`config.mk`:
```
export PLATFORM = sky130hd
export DESIGN_NAME = mips_avalon_arbiter
export DESIGN_NICKNAME = d
export VERILOG_FILES = /design/src/rtl/mips_avalon_arbiter.sv
export SDC_FILE = /design/constraint.sdc
export NUM_CORES = 1
export LEC_CHECK = 0
export ABC_AREA = 1
export ABC_CLOCK_PERIOD_IN_PS = 2100
export CAP_MARGIN = 20
export CORE_MARGIN = 1.5
export CORE_UTILIZATION = 44
export DETAILED_ROUTE_END_ITERATION = 12
export PLACE_DENSITY = 0.93
export SLEW_MARGIN = 20
export SYNTH_ARGS = -nofsm -noshare
export SYNTH_HDL_FRONTEND = slang
export SYNTH_SLANG_ARGS = --single-unit
```
`constraint.sdc`:
```
create_clock -name clk -period 2.1 [get_ports clk]
set_clock_uncertainty 0.15 [all_clocks]
set_input_delay 0.315 -clock clk [delete_from_list [all_inputs] [get_ports clk]]
set_output_delay 0.315 -clock clk [all_outputs]
set_load 0.02 [all_outputs]
```
`src/rtl/mips_avalon_arbiter.sv`:
```
// rtl/mips_avalon_arbiter.sv - fetch/data port arbiter and Avalon-MM master
// One transaction at a time; ties alternate, starting with the fetch port after reset.
module mips_avalon_arbiter #(
  parameter int unsigned READ_LATENCY = 1,
  parameter int unsigned WRITE_HOLD   = 1
) (
  input  logic        clk,
  input  logic        rst_n,
  input  logic        i_req,
  input  logic [31:0] i_addr,
  output logic        i_ack,
  output logic        i_err,
  output logic [31:0] i_rdata,
  input  logic        d_req,
  input  logic        d_we,
  input  logic [31:0] d_addr,
  input  logic [31:0] d_wdata,
  input  logic [3:0]  d_be,
  output logic        d_ack,
  output logic        d_err,
  output logic [31:0] d_rdata,
  output logic [31:0] address,
  output logic        read,
  output logic        write,
  output logic [31:0] writedata,
  output logic [3:0]  byteenable,
  input  logic        waitrequest,
  input  logic [31:0] readdata
);

  typedef enum logic [2:0] {IDLE, RD_REQ, RD_WAIT, WR_REQ, WR_HOLD, ACK} state_t;
  typedef enum logic {OWN_FETCH, OWN_DATA} owner_t;

  state_t      state_q;
  owner_t      owner_q;
  owner_t      last_grant_q;
  logic [15:0] cnt_q;
  logic        read_q;
  logic        write_q;
  logic [31:0] address_q;
  logic [31:0] writedata_q;
  logic [3:0]  byteenable_q;
  logic        i_ack_q;
  logic        i_err_q;
  logic [31:0] i_rdata_q;
  logic        d_ack_q;
  logic        d_err_q;
  logic [31:0] d_rdata_q;

  logic        grant_any;
  logic        grant_fetch;
  logic        grant_write;
  logic        grant_misaligned;
  logic [31:0] grant_addr;

  always_comb begin
    grant_any        = i_req | d_req;
    grant_fetch      = i_req & (~d_req | (last_grant_q == OWN_DATA));
    grant_addr       = grant_fetch ? i_addr : d_addr;
    grant_write      = ~grant_fetch & d_we;
    grant_misaligned = grant_addr[1:0] != 2'b00;
  end

  always_ff @(posedge clk) begin
    if (!rst_n) begin
      state_q      <= IDLE;
      owner_q      <= OWN_DATA;
      last_grant_q <= OWN_DATA;
      cnt_q        <= '0;
      read_q       <= 1'b0;
      write_q      <= 1'b0;
      address_q    <= '0;
      writedata_q  <= '0;
      byteenable_q <= '0;
      i_ack_q      <= 1'b0;
      i_err_q      <= 1'b0;
      i_rdata_q    <= '0;
      d_ack_q      <= 1'b0;
      d_err_q      <= 1'b0;
      d_rdata_q    <= '0;
    end else begin
      // Acknowledge and error are single-cycle; only the transition into ACK raises them.
      i_ack_q <= 1'b0;
      i_err_q <= 1'b0;
      d_ack_q <= 1'b0;
      d_err_q <= 1'b0;
      case (state_q)
        IDLE: begin
          if (grant_any) begin
            owner_q <= grant_fetch ? OWN_FETCH : OWN_DATA;
            if (grant_misaligned) begin
              state_q <= ACK;
              if (grant_fetch) begin
                i_ack_q   <= 1'b1;
                i_err_q   <= 1'b1;
                i_rdata_q <= '0;
              end else begin
                d_ack_q   <= 1'b1;
                d_err_q   <= 1'b1;
                d_rdata_q <= '0;
              end
            end else if (grant_write) begin
              state_q      <= WR_REQ;
              write_q      <= 1'b1;
              address_q    <= grant_addr;
              writedata_q  <= d_wdata;
              byteenable_q <= d_be;
            end else begin
              state_q      <= RD_REQ;
              read_q       <= 1'b1;
              address_q    <= grant_addr;
              byteenable_q <= 4'b1111;
            end
          end
        end
        RD_REQ: begin
          if (!waitrequest) begin
            read_q  <= 1'b0;
            cnt_q   <= '0;
            state_q <= RD_WAIT;
          end
        end
        RD_WAIT: begin
          if (cnt_q == 16'(READ_LATENCY - 1)) begin
            state_q <= ACK;
            if (owner_q == OWN_FETCH) begin
              i_ack_q   <= 1'b1;
              i_rdata_q <= readdata;
            end else begin
              d_ack_q   <= 1'b1;
              d_rdata_q <= readdata;
            end
          end else begin
            cnt_q <= cnt_q + 16'd1;
          end
        end
        WR_REQ: begin
          if (!waitrequest) begin
            write_q <= 1'b0;
            cnt_q   <= '0;
            state_q <= WR_HOLD;
          end
        end
        WR_HOLD: begin
          if (cnt_q == 16'(WRITE_HOLD - 1)) begin
            state_q <= ACK;
            if (owner_q == OWN_FETCH) begin
              i_ack_q   <= 1'b1;
              i_rdata_q <= '0;
            end else begin
              d_ack_q   <= 1'b1;
              d_rdata_q <= '0;
            end
          end else begin
            cnt_q <= cnt_q + 16'd1;
          end
        end
        ACK: begin
          last_grant_q <= owner_q;
          state_q      <= IDLE;
        end
        default: state_q <= IDLE;
      endcase
    end
  end

  assign address    = address_q;
  assign read       = read_q;
  assign write      = write_q;
  assign writedata  = writedata_q;
  assign byteenable = byteenable_q;
  assign i_ack      = i_ack_q;
  assign i_err      = i_err_q;
  assign i_rdata    = i_rdata_q;
  assign d_ack      = d_ack_q;
  assign d_err      = d_err_q;
  assign d_rdata    = d_rdata_q;

endmodule
```
After elaboration in Yosys (flattened, before gate mapping)
Cells that the tools add are included.

Register bits: 159. Output and inout port bits: 138. Logic and storage cells: 114.

Add/subtract/negate cells: 1. Equal/unequal tests: 23. Multiplexer cells: 49. Bitwise logic cells: 7. Reduce and logical (&&, ||, !) cells: 19.

Operators by type and width (number): 2-to-1 mux 32 bit (15); case mux 32 bit (3 select lines) (2); inequality test 2 bit, second input constant (17); 2-to-1 mux 16 bit (2); case mux 16 bit (2 select lines) (1); 2-to-1 mux 1 bit (17); adder 16 x 1 -> 16 bit, second input constant (1); zero test 16 bit (1); AND reduction 8 bit (2); 2-to-1 mux 3 bit (5); case mux 3 bit (4 select lines) (1); AND reduction 5 bit (2); case mux 1 bit (2 select lines) (4); AND reduction 4 bit (2); nonzero test 2 bit (4); equality test 3 x 2 -> 1 bit, second input constant (2); equality test 3 bit, second input constant (2); AND reduction 3 bit (2); 2-to-1 mux 4 bit (1); AND reduction 2 bit (2); OR reduction 2 bit (2); equality test 3 x 1 -> 1 bit, second input constant (1); zero test 3 bit (1); inverter 1 bit (3); 5 further kinds (7).

Longest topological paths before layout
Depth after elaboration: 9. Gate-level depth with buffers: 10. Mapped depth without buffers: 10.

Worst setup path after synthesis
Ideal clock, no wire load.

Kind: register to register. From: register cnt_q[0]. To: register i_rdata_q[1] (netlist: i_rdata[1]). Setup time: 117 ps. Arrival: 1433 ps. Required time: 1833 ps. Path slack: 400 ps. Cell stages (with the launch flop): 10. Clock period less this slack: 1700 ps. Cells stage by stage: dfxtp_1 > inv_1 > ha_1 > nand2_1 > nor2_2 > nand4_4 > buf_6 > buf_6 > a21boi_0 > nor2_1.

Cells in the longest elaborated chain, start to end: 3. Elaborated cells between the ends (all ways): 4. Classes of those cells: 2 x eq/ne; 2 x reduce/logical.

Ends and longest elaborated chain: from (decl) (line 37) `logic [15:0] cnt_q;`; from (signal assigned) (line 134) `cnt_q <= cnt_q + 16'd1;`; from (signal assigned) (line 155) `cnt_q <= cnt_q + 16'd1;`; zero test 16 bit (*) (line 124, 145); inequality test 2 bit (no line); AND reduction 8 bit (no line) (*); to (signal assigned) (line 128) `i_rdata_q <= readdata;`; to (decl) (line 45) `logic [31:0] i_rdata_q;`.

Every way passes the cells marked *; elsewhere a longest branch is shown, timed or not. A chain may end at the register's enable or synchronous reset.

Worst setup path after layout
From: register state_q[2]. To: register i_rdata_q[21] (netlist: i_rdata[21]).

Cells in the longest elaborated chain, start to end: 3. Elaborated cells between the ends (all ways): 13. Classes of those cells: 9 x eq/ne; 1 x mux; 3 x reduce/logical.

Ends and longest elaborated chain: from (decl) (line 34) `state_t state_q;`; from (signal assigned) (line 66) `state_q <= IDLE;`; from (signal assigned) (line 92) `state_q <= ACK;`; from (signal assigned) (line 103) `state_q <= WR_REQ;`; equality test 3 x 2 -> 1 bit (tied with other cells) (line 87) `case (state_q)`; inequality test 2 bit (no line) or nonzero test 3 bit (tied branches); AND reduction 8 bit (no line).

Parallel ways exist; a longest one is shown, timed or not.

==> summary.txt <==
Critical path
  – Buffers & Inverters on Critical Path: 2
  – CP max-delay cell: dfxtp_1
  – Kind of critical path: register to register
  – Delay-heaviest family, CP: simple AND/OR/NAND/NOR gates
  – CP peak stage delay: 420 ps
  – CP Launch Type: register
  – Critical path endpoint category: register
  – Req. time, crit path: 2260 ps
  – Peak fanout along the critical path: 47
  – Crit path cell chain: inv_1 -> nand3_1 -> nand2_4 -> nand4_4 -> buf_4 -> nand3b_1 -> nand2_1 -> nor2_1
  – Arrival time worst endpoint: 2110 ps

Power
  – Tot Pwr: 0.0132 W
  – Flop pwr share: 0.320
  – Cell Pwr Density: 1240 nW/um^2
  – Comb power frac: 0.455
  – Clock share of power: 0.224
  – NetSw: 0.00500 W
  – Internal Power: 0.00824 W
  – Sw Share: 0.378
  – Leak: 4.41 nW
  – Worst VDD drop: 0.994 mV

GRT
  – Initial antenna violation count: 1
  – Total global routing track utilization: 0.253
  – Largest net degree at the start of global routing: 72
  – GR Overflow Total: 0
  – Vias in the first global route: 7019
  – First-pass GRT wire length: 33700 um

Routing
  – Routed wire length: 21200 um
  – Vias per cell: 5.01
  – Post-route DRC violation count: 0
  – 1st-iter DRT viols: 573
  – Antenna-violating nets left: 0
  – Initial DRT Pass Iterations: 5
  – Wire per inst: 14.0 um
  – Vias: 7594

Yosys
  – Synth Warn #: 0
  – Distinct cells, synth: 31
  – Post-synth top area cell: dfxtp_1
  – Count of state elements after synthesis: 159
  – Most instantiated cells after synthesis: nand2_1, nor2_1, dfxtp_1
  – Most common cell in the netlist: nand2_1
  – Register area share after synthesis: 0.451
  – Mapped Nets: 1169
  – FFs w/ async S/R, synth: 0
  – Yosys top cell area share: 0.451
  – Synth Instances: 1029
  – Syn avg cell area: 6.86 um^2
  – Top cells by area, synth: dfxtp_1, nand2_1, nor2_1, o21ai_0, nand3b_1
  – EDFF count, synth: 0
  – Syn Std Cell Area: 7060 um^2
  – Dominant synthesized flop cell: dfxtp_1

Floorplanning
  – Die Width: 130 um
  – Die span in y: 130 um
  – Die area: 16800 um^2
  – # rows: 46
  – Core area: 15800 um^2
  – Starting Density: 0.448
  – Io pins: 276

STA
  – Final Cycle Share: 0.931
  – RSZ-0062 raised after global routing: false
  – Pins over their slew limit: 0
  – Final hold vios: 0
  – Final setup vio count: 0
  – Fmax: 512 MHz
  – Min cycle time layout: 1950 ps
  – Least-Margin Pin Slew: 460 ps
  – Max_slew headroom: 0.693

Final layout
  – Layout cells sized above 1: 0.0562
  – Fin nets: 1429
  – Area growth syn-to-layout: 51.1%
  – # fillers: 1226
  – Design Area, Final: 10700 um^2

Clock network
  – Sink Count: 159
  – Post-CTS setup buffer count: 0
  – Hold-fix buffers, CTS: 0
  – Clock Path Buffers: 2
  – CTS HTree Levels: 4
  – Clk Latency, worst-skew pair: 420 ps
  – Reg clk slew, reported paths: 60 ps
  – CTS resizes: 0
  – CTS tree: yes
  – Number of buffers created by CTS: 17
  – CTS root buffer: clkbuf_16

Job
  – Max Cap Viol: 0

Status
  – Status: complete, no violations

Placed design
  – I/O Buffers: 275
  – Final HPWL DP: 15200 um
  – Area of placed instances: 10100 um^2
  – Routability Congestion: 0.870

Hold path
  – Worst Hold Class: primary input to register
## cell families after synthesis
family,synth area share
adders and majority gates,0.00354
and+or+nand+nor,0.387
DFF,0.451
buffers and inverters,0.0599
AOI/OAI and AO/OA,0.0984
## layout by cell type, fill, tap and decap left out, types with 4 or more instances in the layout
cell type,Yosys,final
nand2_1,284,284
clkdlybuf4s50_1,0,274
nor2_1,268,268
dfxtp_1,159,159
o21ai_0,67,67
nand3_1,42,42
nand3b_1,30,30
a21oi_1,29,29
inv_1,27,27
a21boi_0,20,20
clkbuf_16,0,17
buf_4,9,14
buf_12,0,12
nand4_1,8,8
nand2_2,5,5
nor3_1,5,5
nor2_2,4,4
## power by group through the flow
stage	sequential, W	clock (W)	combinational (W)
2_1_floorplan	0.00517	0	0.00263
3_3_place_gp	0.00425	0	0.00584
3_5_place_dp	0.00430	0	0.00599
4_1_cts	0.00424	0.00302	0.00603
5_1_grt	0.00433	0.00315	0.00661
6_report	0.00424	0.00297	0.00603
## final timing paths
check / startpoint / to / slack (ps) / cells after the start
max: state_q[2] / i_rdata[21] / 150 / 8
min: rst_n / writedata[18] / 140 / 3
max reg2reg: state_q[2] / i_rdata[21] / 150 / 8
min reg2reg: address[0] / address[0] / 280 / 2
## cell type report
| class | count | area (um^2) | area share |
|---|---|---|---|
| well taps | 216 | 270 | 0.0253 |
| inverters | 30 | 113 | 0.0106 |
| flip-flops and latches | 159 | 3180 | 0.298 |
| clock inverters | 9 | 111 | 0.0104 |
| clock buffers | 20 | 447 | 0.0419 |
| repair buffers | 300 | 3090 | 0.289 |
| multi-input cells | 781 | 3450 | 0.324 |
| diodes | 1 | 2.50 | 0.000235 |
## worst reg2reg max path, cell delays in order, from the launching register on
cell      delay [ps]
dfxtp_1          420
inv_1            120
nand3_1          150
nand2_4          150
nand4_4          140
buf_4            410
nand3b_1         180
nand2_1          100
nor2_1            40
## registers in the layout, summed over array words and instances (netlist names)
name	cells
address	32
byteenable	4
cnt_q	16
d_ack	1
d_err	1
d_rdata	32
i_ack	1
i_err	1
i_rdata	32
last_grant_q	1
owner_q	1
read	1
state_q	3
write	1
writedata	32
## stage by stage
step / std cells / setup WS [ps] / hold slack [ps] / util / setup TNS, ps
3_3_place_gp: 1486 / 47.8 / 273 / 0.641 / 0
6_report: 1516 / 145 / 135 / 0.677 / 0
2_1_floorplan: 1029 / 400 / 293 / - / 0
4_1_cts: 1515 / 157 / 120 / 0.676 / 0
5_1_grt: 1516 / 2.19 / 143 / 0.677 / 0
3_5_place_dp: 1486 / -71.8 / 274 / 0.641 / -824
## routing by layer
metal / wire (um) / vias up / track usage
li1: - / 3784 / -
met1: 7980 / 3454 / 0.280
met2: 10800 / 312 / 0.446
met3: 1750 / 44 / 0.0822
met4: 709 / 0 / 0.103
met5: 0 / - / 0
Note: power is estimated with default switching activity, not from simulation.
